`config.mk`:
```
export PLATFORM = sky130hd
export DESIGN_NAME = fifo_wr_arbiter
export DESIGN_NICKNAME = d
export VERILOG_FILES = /design/src/rtl/fifo_arb_pkg.sv /design/src/rtl/fifo_wr_arbiter_rr_pick.sv /design/src/rtl/fifo_wr_arbiter.sv
export SDC_FILE = /design/constraint.sdc
export NUM_CORES = 1
export LEC_CHECK = 0
export CORE_ASPECT_RATIO = 0.75
export CORE_MARGIN = 1
export CORE_UTILIZATION = 36
export CTS_BUF_LIST = sky130_fd_sc_hd__clkbuf_8
export DETAILED_ROUTE_END_ITERATION = 8
export PLACE_DENSITY_LB_ADDON = 0.08
export REMOVE_ABC_BUFFERS = 1
export SKIP_CTS_REPAIR_TIMING = 1
export SLEW_MARGIN = 0
export SYNTH_ARGS = -nofsm -noshare
export SYNTH_HDL_FRONTEND = slang
export SYNTH_SLANG_ARGS = --single-unit
```
`constraint.sdc`:
```
create_clock -name clk -period 3.35 [get_ports clk]
set_clock_uncertainty 0.2 [all_clocks]
set_input_delay 0.5025 -clock clk [delete_from_list [all_inputs] [get_ports clk]]
set_output_delay 0.5025 -clock clk [all_outputs]
set_load 0.005 [all_outputs]
```
`src/rtl/fifo_arb_pkg.sv`:
```
// Shared types and sizing helpers for the FIFO write-side arbiter.
package fifo_arb_pkg;

  // Default beat width and depth of the FIFO this arbiter feeds.
  localparam int DATA_W_DEF = 32;
  localparam int FIFO_DEPTH = 256;

  // Arbiter FSM: IDLE holds no grant, XFER holds a grant for one packet or burst.
  typedef enum logic [0:0] {
    IDLE = 1'b0,
    XFER = 1'b1
  } arb_state_t;

  // Width of a requester index. Kept at least 1 bit so that N=2 still gets a real vector.
  function automatic int idx_w(input int n);
    return (n <= 2) ? 1 : $clog2(n);
  endfunction

  // Width of a counter that has to hold values 0..max_val inclusive.
  function automatic int cnt_w(input int max_val);
    return $clog2(max_val + 1);
  endfunction

endpackage

```
`src/rtl/fifo_wr_arbiter_rr_pick.sv`:
```
// Round-robin picker: finds the first set valid bit at or after rr_ptr,
// wrapping modulo N_REQ. Purely combinational.
module rr_pick
  import fifo_arb_pkg::*;
#(
  parameter int N_REQ = 4,
  parameter int IDX_W = idx_w(N_REQ)
) (
  input  logic [N_REQ-1:0] valid,
  input  logic [IDX_W-1:0] rr_ptr,
  output logic             found,
  output logic [IDX_W-1:0] idx
);

  localparam logic [IDX_W:0] N_EXT = (IDX_W + 1)'(N_REQ);

  // Candidate gi is the requester sitting gi places after rr_ptr.
  logic [IDX_W:0]   sum        [N_REQ];
  logic [IDX_W-1:0] cand       [N_REQ];
  logic [N_REQ-1:0] cand_valid;

  genvar gi;
  generate
    for (gi = 0; gi < N_REQ; gi++) begin : g_cand
      // rr_ptr is always below N_REQ, so one conditional subtract wraps it.
      assign sum[gi]        = {1'b0, rr_ptr} + (IDX_W + 1)'(gi);
      assign cand[gi]       = (sum[gi] >= N_EXT) ? IDX_W'(sum[gi] - N_EXT)
                                                 : sum[gi][IDX_W-1:0];
      assign cand_valid[gi] = valid[cand[gi]];
    end
  endgenerate

  // Priority select: scanning downward leaves the smallest offset as the winner.
  always_comb begin
    found = 1'b0;
    idx   = '0;
    for (int k = N_REQ - 1; k >= 0; k--) begin
      if (cand_valid[k]) begin
        found = 1'b1;
        idx   = cand[k];
      end
    end
  end

endmodule

```
`src/rtl/fifo_wr_arbiter.sv`:
```
// Round-robin write arbiter feeding a single FIFO write port from N_REQ
// packet producers. A grant is held for a whole packet, capped at MAX_BURST
// beats, and is revoked if the grantee stalls for IDLE_TIMEOUT cycles.
module fifo_wr_arbiter
  import fifo_arb_pkg::*;
#(
  parameter int N_REQ        = 4,
  parameter int DATA_W       = DATA_W_DEF,
  parameter int MAX_BURST    = 16,
  parameter int IDLE_TIMEOUT = 64
) (
  input  logic                      clk,
  input  logic                      rst,
  input  logic [N_REQ-1:0]          req_valid,
  input  logic [N_REQ*DATA_W-1:0]   req_data,
  input  logic [N_REQ-1:0]          req_last,
  output logic [N_REQ-1:0]          req_ready,
  output logic                      fifo_wr_en,
  output logic [DATA_W-1:0]         fifo_wr_data,
  input  logic                      fifo_wr_full,
  output logic [idx_w(N_REQ)-1:0]   grant_id,
  output logic                      busy,
  output logic                      timeout_err
);

  localparam int IDX_W  = idx_w(N_REQ);
  localparam int BEAT_W = cnt_w(MAX_BURST);
  localparam int IDLE_W = cnt_w(IDLE_TIMEOUT);

  localparam logic [BEAT_W-1:0] BEAT_MAX = BEAT_W'(MAX_BURST);
  localparam logic [IDLE_W-1:0] IDLE_MAX = IDLE_W'(IDLE_TIMEOUT);
  localparam logic [IDX_W-1:0]  LAST_IDX = IDX_W'(N_REQ - 1);

  arb_state_t        state_reg,    state_next;
  logic [IDX_W-1:0]  grant_id_reg, grant_id_next;
  logic [IDX_W-1:0]  rr_ptr_reg,   rr_ptr_next;
  logic [BEAT_W-1:0] beat_cnt_reg, beat_cnt_next;
  logic [IDLE_W-1:0] idle_cnt_reg, idle_cnt_next;

  logic              pick_found;
  logic [IDX_W-1:0]  pick_idx;
  logic              xfer;
  logic              grant_valid;
  logic              grant_last;
  logic              handshake;
  logic [BEAT_W-1:0] beat_cnt_inc;
  logic [IDLE_W-1:0] idle_cnt_inc;
  logic [IDX_W-1:0]  rr_after_grant;
  logic [DATA_W-1:0] req_slice [N_REQ];

  rr_pick #(
    .N_REQ (N_REQ),
    .IDX_W (IDX_W)
  ) u_rr_pick (
    .valid  (req_valid),
    .rr_ptr (rr_ptr_reg),
    .found  (pick_found),
    .idx    (pick_idx)
  );

  assign xfer        = (state_reg == XFER);
  assign grant_valid = req_valid[grant_id_reg];
  assign grant_last  = req_last[grant_id_reg];

  // Ready follows full in the same cycle, so a write is never issued into a full FIFO.
  assign handshake    = xfer && grant_valid && !fifo_wr_full;
  assign beat_cnt_inc = beat_cnt_reg + BEAT_W'(1);
  assign idle_cnt_inc = idle_cnt_reg + IDLE_W'(1);

  // Next round-robin start once the current grantee gives up the grant.
  assign rr_after_grant = (grant_id_reg == LAST_IDX) ? '0 : grant_id_reg + IDX_W'(1);

  genvar gi;
  generate
    for (gi = 0; gi < N_REQ; gi++) begin : g_req
      assign req_slice[gi] = req_data[gi*DATA_W +: DATA_W];
      assign req_ready[gi] = xfer && (grant_id_reg == IDX_W'(gi)) && !fifo_wr_full;
    end
  endgenerate

  // Write port is a straight pass-through of the grantee; data is zeroed outside a grant.
  assign fifo_wr_en   = handshake;
  assign fifo_wr_data = xfer ? req_slice[grant_id_reg] : '0;
  assign grant_id     = grant_id_reg;
  assign busy         = xfer;

  // Fires in the cycle that completes the last idle cycle allowed, i.e. the cycle the grant is dropped.
  assign timeout_err  = xfer && !grant_valid && (idle_cnt_inc == IDLE_MAX);

  // State and counter registers.
  always_ff @(posedge clk or posedge rst) begin
    if (rst) begin
      state_reg    <= IDLE;
      grant_id_reg <= '0;
      rr_ptr_reg   <= '0;
      beat_cnt_reg <= '0;
      idle_cnt_reg <= '0;
    end else begin
      state_reg    <= state_next;
      grant_id_reg <= grant_id_next;
      rr_ptr_reg   <= rr_ptr_next;
      beat_cnt_reg <= beat_cnt_next;
      idle_cnt_reg <= idle_cnt_next;
    end
  end

  // Grant / release decisions and counter updates.
  always_comb begin
    state_next    = state_reg;
    grant_id_next = grant_id_reg;
    rr_ptr_next   = rr_ptr_reg;
    beat_cnt_next = beat_cnt_reg;
    idle_cnt_next = idle_cnt_reg;

    case (state_reg)
      IDLE: begin
        if (pick_found) begin
          state_next    = XFER;
          grant_id_next = pick_idx;
          beat_cnt_next = '0;
          idle_cnt_next = '0;
        end
      end

      XFER: begin
        if (handshake) begin
          beat_cnt_next = beat_cnt_inc;
          idle_cnt_next = '0;
          // End of packet wins over the burst cap; both release the same way.
          if (grant_last || (beat_cnt_inc == BEAT_MAX)) begin
            state_next    = IDLE;
            rr_ptr_next   = rr_after_grant;
            beat_cnt_next = '0;
          end
        end else if (!grant_valid) begin
          // Only a missing beat counts as idle; a beat held back by full does not.
          idle_cnt_next = idle_cnt_inc;
          if (idle_cnt_inc == IDLE_MAX) begin
            state_next    = IDLE;
            rr_ptr_next   = rr_after_grant;
            beat_cnt_next = '0;
            idle_cnt_next = '0;
          end
        end
      end

      default: begin
        state_next = IDLE;
      end
    endcase
  end

endmodule

```
==> impl_metrics.csv <==
group,metric,value,unit
place,portBuffers,179,
floorplan,io_pins,180,
synthesis,avgSynthCellArea,10.6,µm²
finish,design_area,4110,µm²
critical_path,rr_worst_depth,5,
place,dpl_cell_area,4060,µm²
sta,finalSetupViolCount,0,
global_route,first_global_vias,2386,
critical_path,critPathMaxFanout,21,
synthesis,ys_ff_latch,17,
sta,tightest_slew,660,ps
sta,tns,0,ps
synthesis,synth_seq_area_share,19.6,%
synthesis,synth_compound_area_share,12.7,%
synthesis,synthSimpleGateAreaFrac,21.2,%
finish,drive_gt1_share,13.4,%
finish,diodes,0,
clock_network,clock_path_buffers,2,
run_status,status,"finished, final reports clean",
synthesis,synth_xor_area_share,0.808,%
synthesis,synth_ff_type,"dfrtp_1",
floorplan,dieArea,6340,µm²
finish,utilization,70.8,%
power,peakVddDrop,0.000295,V
synthesis,synth_edf_count,0,
finish,nFillCells,423,
job,cap_violations,0,
power,leakage,1.53,nW
place,dp_hpwl,6.56,mm
floorplan,core_area,5800,µm²
drt,top_layer_used,"met4",
finish,final_nets,528,
clock_network,cts_tree,"yes",
critical_path,r2r_end,"rr_ptr_reg[1]$_DFFE_PP0P_",
floorplan,num_rows,24,
synthesis,synthArstFlopShare,100,%
critical_path,worst-setup-path-type,"flip-flop to primary output",
clock_network,clkSinkCount,17,
drt,drt-initial-drc-count,88,
synthesis,synthMuxAreaShare,37.4,%
critical_path,crit_arrival,2440,ps
global_route,grt_pass1_wl,12.2,mm
floorplan,die_w,91.6,µm
finish,synthToLayoutAreaGrowth,89.3,%
drt,vias,2369,
sta,rsz0062_at_grt,"no",
floorplan,floorplan.initialDensity,37.4,%
place,place.gp.congestion,0.790,
global_route,grt_overflow,0,
sta,max_freq,0.319,GHz
clock_network,insertion_delay,250,ps
critical_path,crit_start,"grant_id[0]$_DFFE_PP0P_",
finish,multi_input_area,1640,µm²
synthesis,synth_fa_ha_area_share,3.46,%
critical_path,crit_path_start_kind,"flip-flop",
clock_network,cts_buffers,3,
sta,finalHoldViolations,0,
min_path,min_to,"idle_cnt_reg[6]$_DFFE_PP0P_",
finish,largest_reg_flops,7,
drt,viasPerCell,5.15,
finish,seq_area,427,µm²
clock_network,htree_levels,1,
critical_path,r2r_setup_slack,840,ps
drt,drt_wl_total,7.82,mm
critical_path,end_kind,"primary output",
synthesis,synth_top_family_by_area,"multiplexers",
drt,drc_errors,0,
drt,dr_wl_met3,525,µm
floorplan,die_y,69.2,µm
drt,detail-route-antenna-nets,0,
synthesis,synth_warnings,0,
global_route,antenna_found_initial,0,
clock_network,cts.clk_slew.worst_paths,60,ps
critical_path,rr_startpoint,"grant_id[0]$_DFFE_PP0P_",
global_route,grt_usage,24.7,%
global_route,grt_max_degree,41,
synthesis,syn_area,2170,µm²
min_path,hold_depth,1,
clock_network,cts_root_buf,"clkbuf_8",
critical_path,cp.required,2650,ps
synthesis,synth_cells,205,
synthesis,ys_types,45,
min_path,hold_path_class,"flip-flop to flip-flop",
drt,dr_wl_met2,4.19,mm
sta,drv_slew,0,
drt,routedWlPerCell,17.0,µm
sta,finalCritPeriodShare,93.7,%
sta,period_minus_slack,3140,ps
sta,max_slew_margin,56.0,%
min_path,min_from,"idle_cnt_reg[6]$_DFFE_PP0P_",
drt,dr.pass1.iters,4,
power,powerDensity,564,nW/µm²
drt,wl_met1,3.04,mm
==> cell usage after synthesis, types with 4 or more instances <==
cell type,instances,share of area (%)
clkbuf_1,6,1.0
a21oi_1,6,1.4
buf_2,5,1.2
and2_1,39,11
nand3_1,4,0.92
mux4_2,34,35
inv_1,12,2.1
nor2_1,6,1.0
nand2_1,14,2.4
dfrtp_1,17,20
ha_1,6,3.5
o21ai_0,13,3.0
==> through the flow <==
stage               worst slack (ps)  hold WS, ps  cells  total power, W
detailed placement               256          314    456         0.00218
global placement                 269          294    456         0.00215
floorplan                       78.7          229    193         0.00128
finish                           212          327    460         0.00232
global route                    34.8          354    460         0.00249
CTS                              179          328    460         0.00234
==> how the worst max path moves through the flow <==
| stage | end | slack, ps |
|---|---|---|
| final | fifo_wr_data[31] | 210 |
| after global routing | timeout_err | 30 |
| after CTS | fifo_wr_data[31] | 180 |
| after detailed placement | timeout_err | 260 |
| after global placement | timeout_err | 270 |
| after floorplan | rr_ptr_reg[1]$_DFFE_PP0P_ | 80 |
==> worst max-delay path, cell delays in order (launching register included) <==
cell             delay, ps
dfrtp_2                770
buf_12                 260
mux4_2                 520
and2_1                 170
clkdlybuf4s50_1        460
==> area by class of cell <==
type,count,share of cell area (%)
tap,78,2.38
clock buffer,3,1.01
multi-input combinational,164,40.0
clock inverter,1,0.0914
inverter,12,1.10
sequential,17,10.4
timing repair buffer,185,45.0
==> layer usage <==
layer | track usage (%) | up-vias
li1 | - | 1138
met5 | 0 | -
met2 | 46.4 | 101
met4 | 3.35 | 0
met3 | 5.48 | 10
met1 | 29.4 | 1120
==> cell families after synthesis <==
family                   Yosys count
AO/OA/AOI/OAI                     38
XOR/XNOR                           2
adder cells (fa/ha/maj)            6
buffers and inverters             24
flip-flops                        17
multiplexers                      38
AND/OR/NAND/NOR                   80
==> cell usage in the layout, fill, tap and decap left out, types with 2 or more instances in the layout <==
| cell type | n |
|---|---|
| and2_1 | 39 |
| mux4_2 | 34 |
| nand2b_1 | 3 |
| o21ai_0 | 13 |
| or3_1 | 2 |
| a22o_1 | 2 |
| dfrtp_1 | 16 |
| nand2_1 | 14 |
| nand3_1 | 4 |
| buf_4 | 5 |
| nor2b_1 | 3 |
| o31ai_1 | 2 |
| nor2_1 | 6 |
| mux2i_1 | 3 |
| clkdlybuf4s50_1 | 179 |
| inv_1 | 13 |
| a21oi_1 | 6 |
| ha_1 | 5 |
| nand4_1 | 2 |
| clkbuf_8 | 3 |
==> where the power goes <==
part	total [W]	internal (W)	switching, W
clock	0.000147	0.0000813	0.0000659
combinational	0.00180	0.00118	0.000623
sequential	0.000372	0.000258	0.000114
total	0.00232	0.00151	0.000803
Power figures use the tool's default switching activity.
